--- config.mk ---
export PLATFORM = sky130hd
export DESIGN_NAME = risc8_io_arbiter
export DESIGN_NICKNAME = d
export VERILOG_FILES = /design/src/rtl/risc8_io_pkg.sv /design/src/rtl/risc8_io_rdmux.sv /design/src/rtl/risc8_io_arbiter.sv
export SDC_FILE = /design/constraint.sdc
export NUM_CORES = 1
export LEC_CHECK = 0
export ABC_AREA = 1
export BUFFER_PORTS_ARGS = -buffer_cell sky130_fd_sc_hd__buf_2
export CORE_MARGIN = 4
export CORE_UTILIZATION = 52
export CTS_BUF_LIST = sky130_fd_sc_hd__clkbuf_8 sky130_fd_sc_hd__clkbuf_16
export DETAILED_ROUTE_END_ITERATION = 8
export PLACE_DENSITY = 0.85
export SLEW_MARGIN = 20
export SYNTH_ARGS = -nofsm -noshare
export SYNTH_HDL_FRONTEND = slang
export SYNTH_SLANG_ARGS = --single-unit
--- constraint.sdc ---
create_clock -name clk -period 2.9 [get_ports clk]
set_input_delay 0.29 -clock clk [delete_from_list [all_inputs] [get_ports clk]]
set_output_delay 0.29 -clock clk [all_outputs]
set_load 0.005 [all_outputs]
--- src/rtl/risc8_io_pkg.sv ---
// rtl/risc8_io_pkg.sv - shared definitions for the risc8 peripheral IO bus
package risc8_io_pkg;

    typedef enum logic [1:0] {
        ST_IDLE   = 2'd0,
        ST_ACCESS = 2'd1,
        ST_WAIT   = 2'd2
    } io_state_t;

    localparam int IO_ADDR_W = 7;
    localparam int IO_DATA_W = 8;

    // Returned on a read that no slave answered in time
    localparam logic [IO_DATA_W-1:0] IO_RDATA_DEFAULT = 8'hFF;

endpackage

--- src/rtl/risc8_io_rdmux.sv ---
// rtl/risc8_io_rdmux.sv - OR-combines slave read responses and flags collisions
module risc8_io_rdmux
    import risc8_io_pkg::*;
#(
    parameter int NPERIPH = 4
) (
    input  logic [IO_DATA_W*NPERIPH-1:0] io_rdata,
    input  logic [NPERIPH-1:0]           io_valid,
    output logic [IO_DATA_W-1:0]         rdata,
    output logic                         any_valid,
    output logic                         multi_valid
);

    logic seen;

    // Only slices whose valid bit is set contribute; a second valid marks a collision
    always_comb begin
        rdata       = '0;
        multi_valid = 1'b0;
        seen        = 1'b0;
        for (int i = 0; i < NPERIPH; i++) begin
            if (io_valid[i]) begin
                rdata = rdata | io_rdata[IO_DATA_W*i +: IO_DATA_W];
                if (seen) begin
                    multi_valid = 1'b1;
                end
                seen = 1'b1;
            end
        end
        any_valid = |io_valid;
    end

endmodule

--- src/rtl/risc8_io_arbiter.sv ---
// rtl/risc8_io_arbiter.sv - two-master arbiter for the risc8 peripheral IO bus
module risc8_io_arbiter
    import risc8_io_pkg::*;
#(
    parameter int NPERIPH = 4,
    parameter int TIMEOUT = 7
) (
    input  logic                         clk,
    input  logic                         reset,

    input  logic                         m0_req,
    input  logic                         m0_we,
    input  logic [IO_ADDR_W-1:0]         m0_addr,
    input  logic [IO_DATA_W-1:0]         m0_wdata,
    output logic                         m0_done,
    output logic [IO_DATA_W-1:0]         m0_rdata,
    output logic                         m0_err,

    input  logic                         m1_req,
    input  logic                         m1_we,
    input  logic [IO_ADDR_W-1:0]         m1_addr,
    input  logic [IO_DATA_W-1:0]         m1_wdata,
    output logic                         m1_done,
    output logic [IO_DATA_W-1:0]         m1_rdata,
    output logic                         m1_err,

    output logic                         io_ren,
    output logic                         io_wen,
    output logic [IO_ADDR_W-1:0]         io_addr,
    output logic [IO_DATA_W-1:0]         io_wdata,
    input  logic [IO_DATA_W*NPERIPH-1:0] io_rdata,
    input  logic [NPERIPH-1:0]           io_valid,

    output logic                         busy
);

    logic [IO_DATA_W-1:0] mux_rdata;
    logic                 any_valid;
    logic                 multi_valid;

    risc8_io_rdmux #(
        .NPERIPH (NPERIPH)
    ) u_rdmux (
        .io_rdata    (io_rdata),
        .io_valid    (io_valid),
        .rdata       (mux_rdata),
        .any_valid   (any_valid),
        .multi_valid (multi_valid)
    );

    io_state_t            state;
    logic                 last_grant;
    logic                 owner;
    logic                 owner_we;
    logic [7:0]           wait_cnt;

    logic                 grant_sel;
    logic                 sel_we;
    logic [IO_ADDR_W-1:0] sel_addr;
    logic [IO_DATA_W-1:0] sel_wdata;

    logic                 fin;
    logic                 fin_err;
    logic                 fin_upd;
    logic [IO_DATA_W-1:0] fin_rdata;

    // Winner selection: a lone requester wins, a tie goes to whoever was not granted last
    always_comb begin
        grant_sel = (m0_req && m1_req) ? ~last_grant : m1_req;
        sel_we    = grant_sel ? m1_we    : m0_we;
        sel_addr  = grant_sel ? m1_addr  : m0_addr;
        sel_wdata = grant_sel ? m1_wdata : m0_wdata;
    end

    // Completion decode: writes finish after the strobe, reads on valid or timeout
    always_comb begin
        fin       = 1'b0;
        fin_err   = 1'b0;
        fin_upd   = 1'b0;
        fin_rdata = mux_rdata;
        case (state)
            ST_ACCESS: begin
                fin = owner_we;
            end
            ST_WAIT: begin
                if (any_valid) begin
                    fin     = 1'b1;
                    fin_err = multi_valid;
                    fin_upd = 1'b1;
                end else if (wait_cnt == 8'(TIMEOUT)) begin
                    fin       = 1'b1;
                    fin_err   = 1'b1;
                    fin_upd   = 1'b1;
                    fin_rdata = IO_RDATA_DEFAULT;
                end
            end
            default: begin
                fin = 1'b0;
            end
        endcase
    end

    // Transaction FSM with registered bus strobes and per-master completion outputs
    always_ff @(posedge clk or negedge reset) begin
        if (!reset) begin
            state      <= ST_IDLE;
            last_grant <= 1'b1;
            owner      <= 1'b0;
            owner_we   <= 1'b0;
            wait_cnt   <= '0;
            io_ren     <= 1'b0;
            io_wen     <= 1'b0;
            io_addr    <= '0;
            io_wdata   <= '0;
            busy       <= 1'b0;
            m0_done    <= 1'b0;
            m0_err     <= 1'b0;
            m0_rdata   <= '0;
            m1_done    <= 1'b0;
            m1_err     <= 1'b0;
            m1_rdata   <= '0;
        end else begin
            io_ren  <= 1'b0;
            io_wen  <= 1'b0;
            m0_done <= 1'b0;
            m0_err  <= 1'b0;
            m1_done <= 1'b0;
            m1_err  <= 1'b0;
            case (state)
                ST_IDLE: begin
                    if (m0_req || m1_req) begin
                        owner      <= grant_sel;
                        last_grant <= grant_sel;
                        owner_we   <= sel_we;
                        io_addr    <= sel_addr;
                        io_wdata   <= sel_wdata;
                        io_ren     <= ~sel_we;
                        io_wen     <= sel_we;
                        busy       <= 1'b1;
                        state      <= ST_ACCESS;
                    end
                end
                ST_ACCESS: begin
                    if (!owner_we) begin
                        wait_cnt <= '0;
                        state    <= ST_WAIT;
                    end
                end
                ST_WAIT: begin
                    if (!fin) begin
                        wait_cnt <= wait_cnt + 8'd1;
                    end
                end
                default: begin
                    state <= ST_IDLE;
                    busy  <= 1'b0;
                end
            endcase
            if (fin) begin
                state <= ST_IDLE;
                busy  <= 1'b0;
                if (!owner) begin
                    m0_done <= 1'b1;
                    m0_err  <= fin_err;
                    if (fin_upd) begin
                        m0_rdata <= fin_rdata;
                    end
                end else begin
                    m1_done <= 1'b1;
                    m1_err  <= fin_err;
                    if (fin_upd) begin
                        m1_rdata <= fin_rdata;
                    end
                end
            end
        end
    end

endmodule

; Yosys cells after proc, flatten, opt, wreduce, memory -nomap -nowiden
; Cells that the tools add are included.
[word_totals]
out_inout_bits = 38
ff_bits = 51
input_bits = 72
[op_classes]
muxes = 48
addsub = 1
reduce_logical = 12
n_eq_ne = 9
n_bitwise = 6
[op_table]
columns = op, count
row1 = $mux W8, 10
row2 = $mux W1, 30
row3 = $or A8 B8 Y8, 3
row4 = $pmux W8 S2, 1
row5 = $reduce_and A3 Y1, 4
row6 = $add A8 B1 Y8 const B, 1
row7 = $eq A8 B3 Y1 const B, 1
row8 = $mux W7, 1
row9 = $mux W2, 3
row10 = $ne A2 B2 Y1 const B, 3
row11 = $ne A3 B3 Y1 const B, 2
row12 = $pmux W2 S3, 1
row13 = $pmux W1 S2, 2
row14 = $reduce_and A2 Y1, 2
row15 = $reduce_or A4 Y1, 1
row16 = $not A1 Y1, 3
row17 = $eq A2 B1 Y1 const B, 1
row18 = $eq A2 B2 Y1 const B, 1
row19 = $logic_not A2 Y1, 1
row20 = $ne A2 B1 Y1 const B, 1
row21 = $reduce_bool A2 Y1, 1
row22 = $reduce_or A2 Y1, 1
row23 = $logic_and A1 B1 Y1, 1
row24 = $logic_or A1 B1 Y1, 1

; Logic depth before layout (Yosys ltp)
[logic_depth]
depth_word = 11
depth_mapped = 11
depth_no_buf = 10

; Hierarchy
; Synthesis repeated with hierarchy kept, for this count alone.
[unflattened]
hier_cells = 384
hier_area_um2 = 2793.9
[modules_own_cells]
columns = module, n_inst, area_per_inst_um2, cells_per_inst
row1 = risc8_io_arbiter, 1, 2447.3, 299
row2 = risc8_io_rdmux, 1, 346.6, 85

; Worst setup path before layout
; Ideal clock, no wire load.
[synth_path]
path_kind = register to register
start = register state[0]
end = register m0_rdata[0]
required_ps = 2783
t_arrival_ps = 1468
path_slack_ps = 1315
path_stages_with_launch = 11
setup_time_ps = 117
path_cell_list = dfrtp_1 -> inv_1 -> ha_1 -> buf_6 -> nand2_4 -> nor2_2 -> nand2_2 -> nand2_1 -> nand4_2 -> nand2_1 -> nand2_1
[synth_via]
elab_chain_cells = 3
word_cells_on_any_way = 6
cone_classes = eq/ne: 2 / mux: 3 / reduce/logical: 1
[synth_rtl]
columns = item, line_no
row1 = start: declaration, risc8_io_arbiter.sv:51  ; io_state_t state;
row2 = start signal: assignment, risc8_io_arbiter.sv:106  ; state <= ST_IDLE;
row3 = start signal: assignment, risc8_io_arbiter.sv:140  ; state <= ST_ACCESS;
row4 = start signal: assignment, risc8_io_arbiter.sv:146  ; state <= ST_WAIT;
row5 = $eq A2 B2 Y1 / $eq A2 B1 Y1 (equally long branches), risc8_io_arbiter.sv:81  ; case (state)
row6 = $pmux W1 S2 / $mux W1 (equally long branches), risc8_io_arbiter.sv:81
row7 = $reduce_and A3 Y1 (no line), --
row8 = end signal: assignment, risc8_io_arbiter.sv:166  ; m0_rdata <= fin_rdata;
row9 = end: declaration, risc8_io_arbiter.sv:16  ; output logic [IO_DATA_W-1:0] m0_rdata,
; Several ways; a longest one is shown, not always the timed one.
; A chain may end at the register's enable or synchronous reset.

; Worst setup path after layout
[layout_path]
start = register state[0]
end = register owner_we
[layout_via]
elab_chain_cells = 2
[layout_rtl]
columns = item, line_no
row1 = $logic_not A2 Y1, risc8_io_arbiter.sv:129  ; case (state)
row2 = $reduce_and A2 Y1 (no line), --
row3 = end signal: assignment, risc8_io_arbiter.sv:134  ; owner_we <= sel_we;
row4 = end: declaration, risc8_io_arbiter.sv:54  ; logic owner_we;
; Every way passes these cells.

==> metrics.csv <==
metric,value,unit
grt_max_degree,36,
p_leak,1.91,nW
syn-num-nets,414,
globalRouteMet3Util,3.50,%
syn_area_per_cell,7.95,µm²
setup_tns,0,ns
clockBufferDepth,2,
root_buffer,clkbuf_8,
cts_tree,built,
clock_latency,0.29,ns
htreeDepth,2,
fill_cells,412,
synth-seq-cells,51,
drt_wl_total,6610,µm
wl_per_cell,12.9,µm
numCtsBuffers,5,
dr.first_iter.drc_count,155,
clock-sinks,51,
cts-resized-gates,0,
post_cts_buffers,0,
busiest_layer,met2,
clkSlewWorstSetupHoldPaths,0.09,ns
drt_first_pass_iters,4,
synth_top_area_share,46.7,%
crit_fanout,18,
track_usage,20.8,%
cp-end-kind,flop,
netlist_area,2680,µm²
worst_pin_slew,0.742,ns
max_slew_margin,50.5,%
cp-start-kind,flop,
status,finished clean,
drv_slew,0,
p_comb_share,42.8,%
nets,521,
hold_viol_final,0,
max_freq,491,MHz
grt_use_met2,38.1,%
finalSetupViolations,0,
first_global_vias,2628,
chipHeight,79.8,µm
antennaDiodeCount,0,
power_frac_clock,15.2,%
antenna_found_initial,0,
start_util,55.2,%
crit_arrival,2.23,ns
vias,2559,
synth.area.top_cells,"dfrtp_1 (47%), nand2_1 (18%), o21ai_0 (6.5%), nor2_1 (4.1%), inv_1 (3.1%)",
die-area,6360,µm²
grt_pass1_wl,10800,µm
seq_power_share,42.0,%
ant_nets,0,
clock_skew,0.00702,ns
drive_above_1_share,31.5,%
period_share,70.2,%
ios,110,
period_needed,2.03,ns
area_growth_syn_to_layout,24.9,%
gp_congestion,0.835,
rows,25,
internal-power,1.65,mW
yosysWarnings,0,
rsz0062_at_grt,no,
min_path_type,primary input to async pin,
ir_worst_vdd,0.498,mV
synth-seq-area-share,47.7,%
drc_errors,0,
p_per_area,821,nW/µm²
viasPerCell,5.00,
maxCapViolations,0,
path_class,flop to flop,
netlist.top_cell.by_area,dfrtp_1,
synth_cell_types,31,
p_sw,1.10,mW
swShare,39.9,%
overflow,0,
total_power,2.75,mW
die_w,79.8,µm
syn_inst,337,
port-buffer-count,109,
core_region_area,4850,µm²
dp_hpwl,5120,µm
grtUsageMet1,25.7,%
required,3.09,ns
cts_hold_buf,0,
cell usage in the layout, fill, tap and decap left out:
cell type	synthesis	final
nor2_1	29	29
nor3_1	3	3
o211ai_1	2	2
nand4_2	2	2
dfstp_2	1	1
or2_2	1	1
clkinv_4	0	1
inv_2	4	4
a21boi_0	1	1
ha_1	5	5
nand2_4	1	1
nand3_4	1	1
nor2_4	3	3
clkbuf_8	0	6
buf_4	3	1
nand3_1	9	9
nand2_2	4	4
dfrtp_1	50	50
mux2i_1	1	1
nand2_1	130	130
nor2_2	3	3
buf_2	2	109
o21ai_0	35	35
nand4_1	1	1
nor2_8	1	1
nand3_2	2	2
o21ai_1	4	4
inv_1	22	23
xor2_1	4	4
a221oi_1	8	8
logic make-up (layout without fill, tap and decap cells):
| logic type | count (synthesis) | after routing | synth area share, % |
|---|---|---|---|
| adders and majority gates | 5 | 5 | 2.34 |
| buffers and inverters | 36 | 144 | 6.12 |
| muxes | 1 | 1 | 0.374 |
| xor gates and xnor gates | 4 | 4 | 1.31 |
| and+or+nand+nor | 190 | 190 | 31.4 |
| DFF | 51 | 51 | 47.7 |
| AOI/OAI and AO/OA | 50 | 50 | 10.7 |
stage by stage:
| step | cells | utilization [%] | setup WS, ns | instance area (µm²) | hold WS [ns] |
|---|---|---|---|---|---|
| floorplan | 337 | - | 1.31 | 2680 | -0.00559 |
| global placement | 504 | 67.0 | 0.975 | 3250 | 0.396 |
| detailed placement | 504 | 67.0 | 0.906 | 3250 | 0.399 |
| CTS | 512 | 69.0 | 0.891 | 3340 | 0.0715 |
| global route | 512 | 69.0 | 0.696 | 3340 | 0.106 |
| finish | 512 | 69.0 | 0.865 | 3340 | 0.0487 |
layout make-up:
cell class	count	area [µm²]	area share, %
Timing Repair Buffer	110	553	16.5
Inverter	26	97.6	2.92
Clock buffer	6	82.6	2.47
Tap cell	67	83.8	2.51
Sequential cell	51	1280	38.2
Clock inverter	2	12.5	0.374
Multi-Input combinational cell	250	1240	37.0
synth_stat cells, drive strengths merged:
master    n
a21boi    1
a221oi    8
buf       8
clkbuf    2
dfrtp    50
dfstp     1
ha        5
inv      26
mux2i     1
nand2   135
nand3    12
nand4     3
nor2     36
nor3      3
o211ai    2
o21ai    39
or2       1
xor2      4
worst paths after layout:
path	slack [ns]	end	from	cells past startpoint
setup reg to reg	0.87	owner_we	state[0]	7
max in group asynchronous	2.14	m0_rdata[0]	reset	2
min in group clk	0.25	io_wdata[6]	m1_wdata[6]	3
hold / removal	0.05	io_wdata[2]	reset	1
hold reg to reg	0.47	last_grant	last_grant	2
setup / recovery	0.87	owner_we	state[0]	7
power by group through the flow:
stage               Sequential (mW)  Clock (mW)  Combinational [mW]
global route                   1.18       0.448                1.31
global placement               1.16           0                1.14
detailed placement             1.15           0                1.19
CTS                            1.15       0.425                1.19
floorplan                      1.16           0               0.725
finish                         1.15       0.417                1.18
routing by layer:
metal  vias up  routed length (µm)
met5         -                   0
met1      1217                2840
met2        48                3540
met4         0                  34
li1       1290                   -
met3         4                 204
state kept, by name, indices dropped and copies added (netlist names):
register	flops
m0_err	1
m1_done	1
last_grant	1
io_wdata	8
io_ren	1
state	2
m0_done	1
m1_rdata	8
io_addr	7
busy	1
wait_cnt	8
owner	1
io_wen	1
m0_rdata	8
owner_we	1
m1_err	1
critical path: stages (launching register included):
cell and delay (ns):
dfrtp_1 0.43, inv_1 0.11, ha_1 0.23, inv_1 0.07, nor2_2 0.53, inv_2 0.30
nor2_1 0.21, nor2_1 0.06
Note: power is estimated with default switching activity, not from simulation.
